**src/rtl/cp0_unit.sv**
```systemverilog
// Coprocessor-0: SR/Cause/EPC/PRId, interrupt request and eret handling for the MIPS core.
// Optional Count/Compare timer enabled by defining CP0_TIMER_EN.
module cp0_unit #(
    parameter logic [31:0] PRID        = 32'h4D49_5053,
    parameter int unsigned SYNC_STAGES = 2
) (
    input  logic        clk,
    input  logic        rst_n,
    input  logic [4:0]  A1,
    input  logic [4:0]  A2,
    input  logic [31:0] DIn,
    input  logic        We,
    input  logic [29:0] PC,
    input  logic        BD,
    input  logic [5:0]  HWInt,
    input  logic        eret,
    output logic        IntReq,
    output logic [29:0] EPC,
    output logic [31:0] DOut
);

    localparam int unsigned IP_W      = 6;
    localparam int unsigned EXC_W     = 5;
    localparam int unsigned LAST_SYNC = SYNC_STAGES - 1;

    localparam logic [4:0] REG_COUNT   = 5'd9;
    localparam logic [4:0] REG_COMPARE = 5'd11;
    localparam logic [4:0] REG_SR      = 5'd12;
    localparam logic [4:0] REG_CAUSE   = 5'd13;
    localparam logic [4:0] REG_EPC     = 5'd14;
    localparam logic [4:0] REG_PRID    = 5'd15;

    generate
        if (SYNC_STAGES < 1 || SYNC_STAGES > 3) begin : g_bad_sync
            $error("cp0_unit: SYNC_STAGES must be 1..3");
        end
    endgenerate

    logic [IP_W-1:0]  r_im;
    logic             r_exl;
    logic             r_ie;
    logic             r_bd;
    logic [EXC_W-1:0] r_exc;
    logic [29:0]      r_epc;
    // Last stage of the chain is Cause.IP itself.
    logic [IP_W-1:0]  r_sync [SYNC_STAGES];

    logic [IP_W-1:0]  w_ip;
    logic             w_int_req;
    logic             w_wr;
    logic [31:0]      w_dout;

    assign w_int_req = (|(w_ip & r_im)) & r_ie & ~r_exl;
    assign w_wr      = We & ~w_int_req;

    always_ff @(posedge clk or negedge rst_n) begin
        if (!rst_n) begin
            for (int unsigned i = 0; i < SYNC_STAGES; i++) begin
                r_sync[i] <= '0;
            end
        end else begin
            r_sync[0] <= HWInt;
            for (int unsigned i = 1; i < SYNC_STAGES; i++) begin
                r_sync[i] <= r_sync[i-1];
            end
        end
    end

    // SR: interrupt entry beats everything; eret clears EXL after any same-cycle mtc0.
    always_ff @(posedge clk or negedge rst_n) begin
        if (!rst_n) begin
            r_im  <= '0;
            r_exl <= 1'b0;
            r_ie  <= 1'b0;
        end else if (w_int_req) begin
            r_exl <= 1'b1;
        end else if (w_wr && A2 == REG_SR) begin
            r_im  <= DIn[15:10];
            r_ie  <= DIn[0];
            r_exl <= eret ? 1'b0 : DIn[1];
        end else if (eret) begin
            r_exl <= 1'b0;
        end
    end

    always_ff @(posedge clk or negedge rst_n) begin
        if (!rst_n) begin
            r_epc <= '0;
            r_bd  <= 1'b0;
            r_exc <= '0;
        end else if (w_int_req) begin
            r_epc <= BD ? (PC - 30'd1) : PC;
            r_bd  <= BD;
            r_exc <= '0;
        end else if (w_wr && A2 == REG_EPC) begin
            r_epc <= DIn[31:2];
        end
    end

`ifdef CP0_TIMER_EN
    logic [31:0] r_count;
    logic [31:0] r_compare;
    logic        r_ti;

    always_ff @(posedge clk or negedge rst_n) begin
        if (!rst_n) begin
            r_count   <= '0;
            r_compare <= '0;
            r_ti      <= 1'b0;
        end else begin
            if (w_wr && A2 == REG_COUNT) begin
                r_count <= DIn;
            end else begin
                r_count <= r_count + 32'd1;
            end
            if (w_wr && A2 == REG_COMPARE) begin
                r_compare <= DIn;
                r_ti      <= 1'b0;
            end else if (r_count == r_compare) begin
                r_ti <= 1'b1;
            end
        end
    end

    assign w_ip = {r_sync[LAST_SYNC][5] | r_ti, r_sync[LAST_SYNC][4:0]};
`else
    assign w_ip = r_sync[LAST_SYNC];
`endif

    // mfc0 read mux, pre-edge state only.
    always_comb begin
        w_dout = '0;
        case (A1)
            REG_SR:    w_dout = {16'b0, r_im, 8'b0, r_exl, r_ie};
            REG_CAUSE: w_dout = {r_bd, 15'b0, w_ip, 3'b0, r_exc, 2'b0};
            REG_EPC:   w_dout = {r_epc, 2'b00};
            REG_PRID:  w_dout = PRID;
`ifdef CP0_TIMER_EN
            REG_COUNT:   w_dout = r_count;
            REG_COMPARE: w_dout = r_compare;
`endif
            default:   w_dout = '0;
        endcase
    end

    assign IntReq = w_int_req;
    assign EPC    = r_epc;
    assign DOut   = w_dout;

endmodule

```
**config.mk**
```make
export PLATFORM = sky130hd
export DESIGN_NAME = cp0_unit
export DESIGN_NICKNAME = d
export VERILOG_FILES = /design/src/rtl/cp0_unit.sv
export SDC_FILE = /design/constraint.sdc
export NUM_CORES = 1
export LEC_CHECK = 0
export ABC_AREA = 1
export BUFFER_PORTS_ARGS = -buffer_cell sky130_fd_sc_hd__buf_2
export CORE_MARGIN = 2
export CORE_UTILIZATION = 30
export CTS_CLUSTER_SIZE = 24
export DETAILED_ROUTE_END_ITERATION = 6
export GPL_TIMING_DRIVEN = 0
export HOLD_SLACK_MARGIN = 0.03
export SLEW_MARGIN = 20
export SYNTH_ARGS = -nofsm -noshare
export SYNTH_HDL_FRONTEND = slang
export SYNTH_SLANG_ARGS = --single-unit
```
**constraint.sdc**
```tcl
create_clock -name clk -period 1.5 [get_ports clk]
set_input_delay 0.3 -clock clk [delete_from_list [all_inputs] [get_ports clk]]
set_output_delay 0.3 -clock clk [all_outputs]
set_load 0.05 [all_outputs]
```
==> run metrics, run 1 <==
run status=finished, violations left; failing checks=negative setup slack; post-synthesis cell type count=35; slew at the pin closest to its max-slew limit=0.687 ns; total number of vias=4266; worst vdd ir=0.000950 V; post-detailed-route wirelength per cell=17.0 um; Starting Density=30.8%; drt pass-1 iters=5; Clock Tree Buf Depth=2; GR Util All Layers=23.1%; ys async rst share=100%; Mapped Cells=544; mean post-synth cell area=6.46 um^2; Fin. Hold Viols=0; total CTS buffers=5; gpl congestion=0.903; Critical Path Start=r_im[5]; Critical R2R Launch=w_ip[5]; top_reg_cell synth=dfrtp_1; max frequency=0.578 GHz; pre-CTS setup slack=-0.805 ns; clk sinks=51; H-tree depth=2; Synth Register Bits=51; Detailed Route WL=14800 um; Max Cap Viol=0; Die Ht=112 um; Layout fillers=1128; Die X=112 um; clk slew on worst S/H paths=0.07 ns; # IOs=146; Cell Rows=39; Multi-input gate area=0.00248 mm^2; pwr dens=1320 mW/mm^2; Post-Syn Nets=628; vias per inst=4.90; IO Port Bufs=145; Die Footprint=0.0126 mm^2; share of cells above drive strength 1=45.8%; Crit path required time=1.20 ns; period utilisation layout=115%; startpoint types=flop; # nets final=810; number of antenna violations at the first check in global routing=0; clk root buf=clkbuf_16; Post-synth EDFFs=0; global-route wire length before repair=22800 um; max-slew headroom at the worst pin=54.2%; register area=0.00128 mm^2; Clock Latency Late Sink=0.30 ns; pins over their slew limit=0; Core ar.=0.0114 mm^2; Worst Path Arrival=1.43 ns; diode count=0; YS warnings=0; leakage dissipation=3.04 nW; largest net degree at the start of global routing=52; sequential area share after synthesis=36.3%; drt drc=0; post-route setup slack=-0.229 ns; crit path max fanout=3; minimum clock period=1.73 ns; Final Setup Violations=46; Post-DRT Antenna Nets=0; synthesized area=0.00351 mm^2; DP Wirelength=10500 um; WHS=0.0135 ns; Setup crit end kind=primary output; Core Util, Final=52.8%; RSZ-0062 raised after global routing=true; total power draw=7.98 mW; TritonCTS clock tree=yes; most common cell after layout, fill and taps aside=nand2_1; critical path class=reg2out; grt ovf=0; Setup Skew=0.00328 ns; vias in the first global route=4314; Hold/Removal Path Class=in2async; commonest cells after routing, fill and taps aside=nand2_1 (135), buf_2 (109), inv_1 (60), nor2_1 (54), dfrtp_1 (51); area delta synth->final=71.6%; DR iter-0 viols=222; Fin Setup TNS=-3.58 ns
[power by group]
| group | internal (mW) | switching, mW | total (mW) |
|---|---|---|---|
| registers | 1.86 | 0.488 | 2.34 |
| logic | 1.28 | 2.96 | 4.24 |
| clock network | 0.841 | 0.553 | 1.39 |
| total | 3.98 | 4.00 | 7.98 |
[cells in the mapped netlist (4+ instances only)]
cell / instances / share of area [%]
nor2_2: 7 / 1.2
inv_1: 68 / 7.3
xor2_1: 8 / 2.0
nand3_1: 36 / 5.1
buf_2: 8 / 1.1
dfrtp_1: 51 / 36
nand4_1: 8 / 1.4
o21ai_0: 34 / 4.8
nor2_4: 5 / 1.6
a21oi_1: 4 / 0.57
nand2_2: 6 / 1.1
nand2_1: 190 / 20
o21ai_1: 13 / 1.9
nor2_1: 77 / 8.2
[worst max-delay path: stages, from the launching register on]
cell      delay (ns)
dfrtp_1         0.37
inv_2           0.07
o21ai_4         0.18
nor2_4          0.06
a21boi_4        0.16
buf_6           0.15
buf_8           0.14
[metal layers]
layer	track usage, %	part of all wire, %	up-vias	wire, um
met5	0	0	-	0
met4	5.69	1.5	0	222
met3	2.75	5.5	15	809
met2	38.4	49	147	7260
met1	32.2	44	2043	6480
li1	-	-	2061	-
[stage by stage]
stage / cell area, um^2 / instances
after global routing: 6030 / 870
after CTS: 5510 / 862
after global placement: 4560 / 832
final: 6030 / 870
after detailed placement: 4560 / 832
after floorplan: 3650 / 544
[layout make-up]
cell class	instances	area share, %
tap	143	2.97
inverter	69	4.75
buffer	16	3.32
clock buffer	6	2.30
clock inverter	2	0.643
multi-input combinational	408	41.2
sequential	51	21.2
timing repair buffer	175	23.7
[what timing repair did]
item,CTS,global route
setup buffers,16,7
hold buffers,0,0
resized for setup,162,128
endpoints found under the setup margin,63,71
endpoints found under the hold margin,0,0
gates cloned,6,1
pin swaps,15,33
[worst paths after layout]
check,endpoint,slack (ns),cells after the start
min in group clk,r_sync[10],0.10,1
worst max register to register,EPC[4],-0.17,12
worst min register to register,w_ip[3],0.35,0
worst max-delay path,IntReq,-0.23,6
max in group asynchronous,w_ip[2],1.00,1
worst min-delay path,EPC[19],0.01,1
[registers in the layout (all words and copies together) (netlist names)]
signal  count
r_sync      6
r_exl       1
r_ie        1
EPC        30
r_im        6
r_bd        1
w_ip        6
[kinds of logic (layout without fill, tap and decap cells)]
kind of cell | after synthesis | in the layout | synth area share (%)
simple gates | 339 | 339 | 41.7
buf+inv | 85 | 268 | 10.2
compound gates | 58 | 58 | 8.90
flops | 51 | 51 | 36.3
xor+xnor | 10 | 10 | 2.49
fa+ha+maj | 1 | 1 | 0.356
Power figures use the tool's default switching activity.
==> run 2: changes to the inputs <==
--- a/config.mk
+++ b/config.mk
@@ -8,11 +8,12 @@
 export ABC_AREA = 1
 export BUFFER_PORTS_ARGS = -buffer_cell sky130_fd_sc_hd__buf_2
 export CORE_MARGIN = 2
-export CORE_UTILIZATION = 30
+export CORE_UTILIZATION = 49
 export CTS_CLUSTER_SIZE = 24
 export DETAILED_ROUTE_END_ITERATION = 6
 export GPL_TIMING_DRIVEN = 0
 export HOLD_SLACK_MARGIN = 0.03
+export PLACE_DENSITY = 0.81
 export SLEW_MARGIN = 20
 export SYNTH_ARGS = -nofsm -noshare
 export SYNTH_HDL_FRONTEND = slang
==> run metrics, run 2 (same netlist as run 1, synthesis figures left out) <==
critical path's most frequent cell=nand2_1; Core ar.=0.00687 mm^2 (was 0.0114 mm^2); crit path max fanout=3 (unchanged); clk root buf=clkbuf_8 (was clkbuf_16); Die Ht=88.7 um (was 112 um); critical path class=in2reg (was reg2out); capturing point of the worst reg2reg path=EPC[9] (was EPC[4]); pre-CTS setup slack=-0.770 ns (was -0.805 ns); Die X=88.7 um (was 112 um); slew at the pin closest to its max-slew limit=0.959 ns (was 0.687 ns); FF-to-FF setup slack=-0.44 ns (was -0.17 ns); startpoint types=input pin (was flop); drt pass-1 iters=7 (was 5); Worst Path Arrival=2.26 ns (was 1.43 ns); combinational power share=56.6% (was 53.2%); DP Wirelength=9750 um (was 10500 um); Hold/Removal Path Class=in2async (unchanged); WHS=0.00825 ns (was 0.0135 ns); post-route setup slack=-0.557 ns (was -0.229 ns); Setup Skew=0.0240 ns (was 0.00328 ns); DR iter-0 viols=1388 (was 222); period utilisation layout=137% (was 115%); # IOs=146 (unchanged); global-route wire length before repair=26100 um (was 22800 um); clk sinks=51 (unchanged); critical path's top delay family=simple AND/OR/NAND/NOR gates (was flip-flops); number of antenna violations at the first check in global routing=2 (was 0); pwr dens=1390 mW/mm^2 (was 1320 mW/mm^2); switching portion of total power=56.2% (was 50.2%); run status=finished, violations left (unchanged); Critical R2R Launch=r_im[2] (was w_ip[5]); total CTS buffers=5 (unchanged); Fin. Hold Viols=0 (unchanged); max-slew headroom at the worst pin=36.1% (was 54.2%); vias in the first global route=4882 (was 4314); critical-path cell list=buf_2 -> inv_1 -> ha_1 -> nand2_2 -> nor2_2 -> nand2_1 -> nor2_1 -> nand2_1 -> nand2_1 -> nand3_1 -> nand2_1 -> nand2_1 (was inv_2 -> o21ai_4 -> nor2_4 -> a21boi_4 -> buf_6 -> buf_8); # nets final=818 (was 810); pins over their slew limit=0 (unchanged); Crit path required time=1.71 ns (was 1.20 ns); worst vdd ir=0.00118 V (was 0.000950 V); r2r worst-path depth=12 (unchanged); Clk pwr share=13.6% (was 17.5%); commonest cells after routing, fill and taps aside=nand2_1 (149), buf_2 (111), inv_1 (60), nor2_1 (55), dfrtp_1 (51) (was nand2_1 (135), buf_2 (109), inv_1 (60), nor2_1 (54), dfrtp_1 (51)); CP max-delay cell=nor2_1 (was dfrtp_1); Sw Pwr=4.62 mW (was 4.00 mW); GR Util All Layers=45.0% (was 23.1%); gpl congestion=0.924 (was 0.903); post-detailed-route wirelength per cell=27.5 um (was 17.0 um); max frequency=0.486 GHz (was 0.578 GHz); drt drc=317 (was 0); max FFs per register=30 (unchanged); Clock Tree Buf Depth=2 (unchanged); Cells after DPL=785 (was 832); non-filler instance count after layout=831 (was 870); leakage dissipation=3.04 nW (about the same); IO Port Bufs=145 (unchanged); vias per inst=6.70 (was 4.90); share of cells above drive strength 1=43.8% (was 45.8%); Die Footprint=0.00786 mm^2 (was 0.0126 mm^2); # hold bufs at CTS=0 (unchanged); buffer and inverter count on the worst path=2 (was 3); Detailed Route WL=22800 um (was 14800 um); Pint=3.61 mW (was 3.98 mW); Layout fillers=322 (was 1128); diode count=0 (unchanged); Setup crit end kind=flop (was primary output); Final Setup Violations=73 (was 46); total power draw=8.23 mW (was 7.98 mW); most common cell after layout, fill and taps aside=nand2_1 (unchanged); minimum clock period=2.06 ns (was 1.73 ns); area delta synth->final=68.6% (was 71.6%); total number of vias=5569 (was 4266); clk slew on worst S/H paths=0.13 ns (was 0.07 ns); slowest stage delay, CP=0.54 ns (was 0.37 ns); TritonCTS clock tree=yes (unchanged); grt ovf=0 (unchanged); H-tree depth=2 (unchanged); failing checks=design-rule violations, negative setup slack (was negative setup slack); Max Cap Viol=0 (unchanged); largest net degree at the start of global routing=52 (unchanged); share of power burned in registers=29.7% (was 29.4%); Post-DRT Antenna Nets=0 (unchanged); Clock Latency Late Sink=0.33 ns (was 0.30 ns); Starting Density=51.1% (was 30.8%); Cell Rows=30 (was 39); RSZ-0062 raised after global routing=true (unchanged)
run 2: cell count changes in the layout (fill, tap and decap cells not counted), sizes merged:
cell      change
inv           -1
clkbuf        -4
buf          +11
clkinvlp      +1
clkinv        +1
run 2: area by class of cell:
type,count,area (um^2),share of cell area [%]
buffer,15,171,2.89
clock buffer,5,68.8,1.16
inverter,69,289,4.88
timing repair buffer,184,1530,25.8
clock inverter,3,46.3,0.782
tap,96,120,2.03
multi-input combinational,408,2420,40.9
sequential,51,1280,21.5
run 2: worst max path at each step:
| stage | start | end | cells after the start | slack, ns |
|---|---|---|---|---|
| 2_1_floorplan | A1[3] | DOut[11] | 4 | -0.21 |
| 3_3_place_gp | A1[3] | DOut[22] | 9 | -0.69 |
| 3_5_place_dp | A1[3] | DOut[13] | 9 | -0.77 |
| 4_1_cts | r_im[1] | IntReq | 6 | -0.20 |
| 5_1_grt | PC[0] | EPC[20] | 12 | -0.48 |
| 6_report | PC[0] | EPC[20] | 12 | -0.56 |
run 2: power groups by stage:
stage          registers [mW]  logic (mW)  clock network [mW]
2_1_floorplan            3.61        1.12                   0
3_3_place_gp             2.19        3.43                   0
3_5_place_dp             2.21        3.49                   0
4_1_cts                  2.24        3.98                1.04
5_1_grt                  2.45        4.77                1.12
6_report                 2.45        4.66                1.12
run 2: per-layer routing:
| layer | vias up | track usage (%) | wire length [um] |
|---|---|---|---|
| li1 | 2076 | - | - |
| met1 | 2412 | 51.7 | 6660 |
| met2 | 727 | 72.3 | 8910 |
| met3 | 346 | 16.7 | 4150 |
| met4 | 8 | 25.2 | 2900 |
| met5 | - | 0 | 192 |
run 2: stage by stage:
stage	TNS (ns)	utilization [%]	instance area (um^2)
final	-23.36	86.2	5920
after global routing	-22.68	86.2	5920
after CTS	-4.00	80.1	5500
after detailed placement	-19.16	65.5	4500
after global placement	-16.88	65.5	4500
after floorplan	-2.64	-	3650
run 2: timing repair:
item | CTS | global route
setup endpoints to repair | 63 | 72
cloned | 6 | 2
gates resized for setup | 183 | 101
pin swaps | 18 | 25
setup buffers | 24 | 11
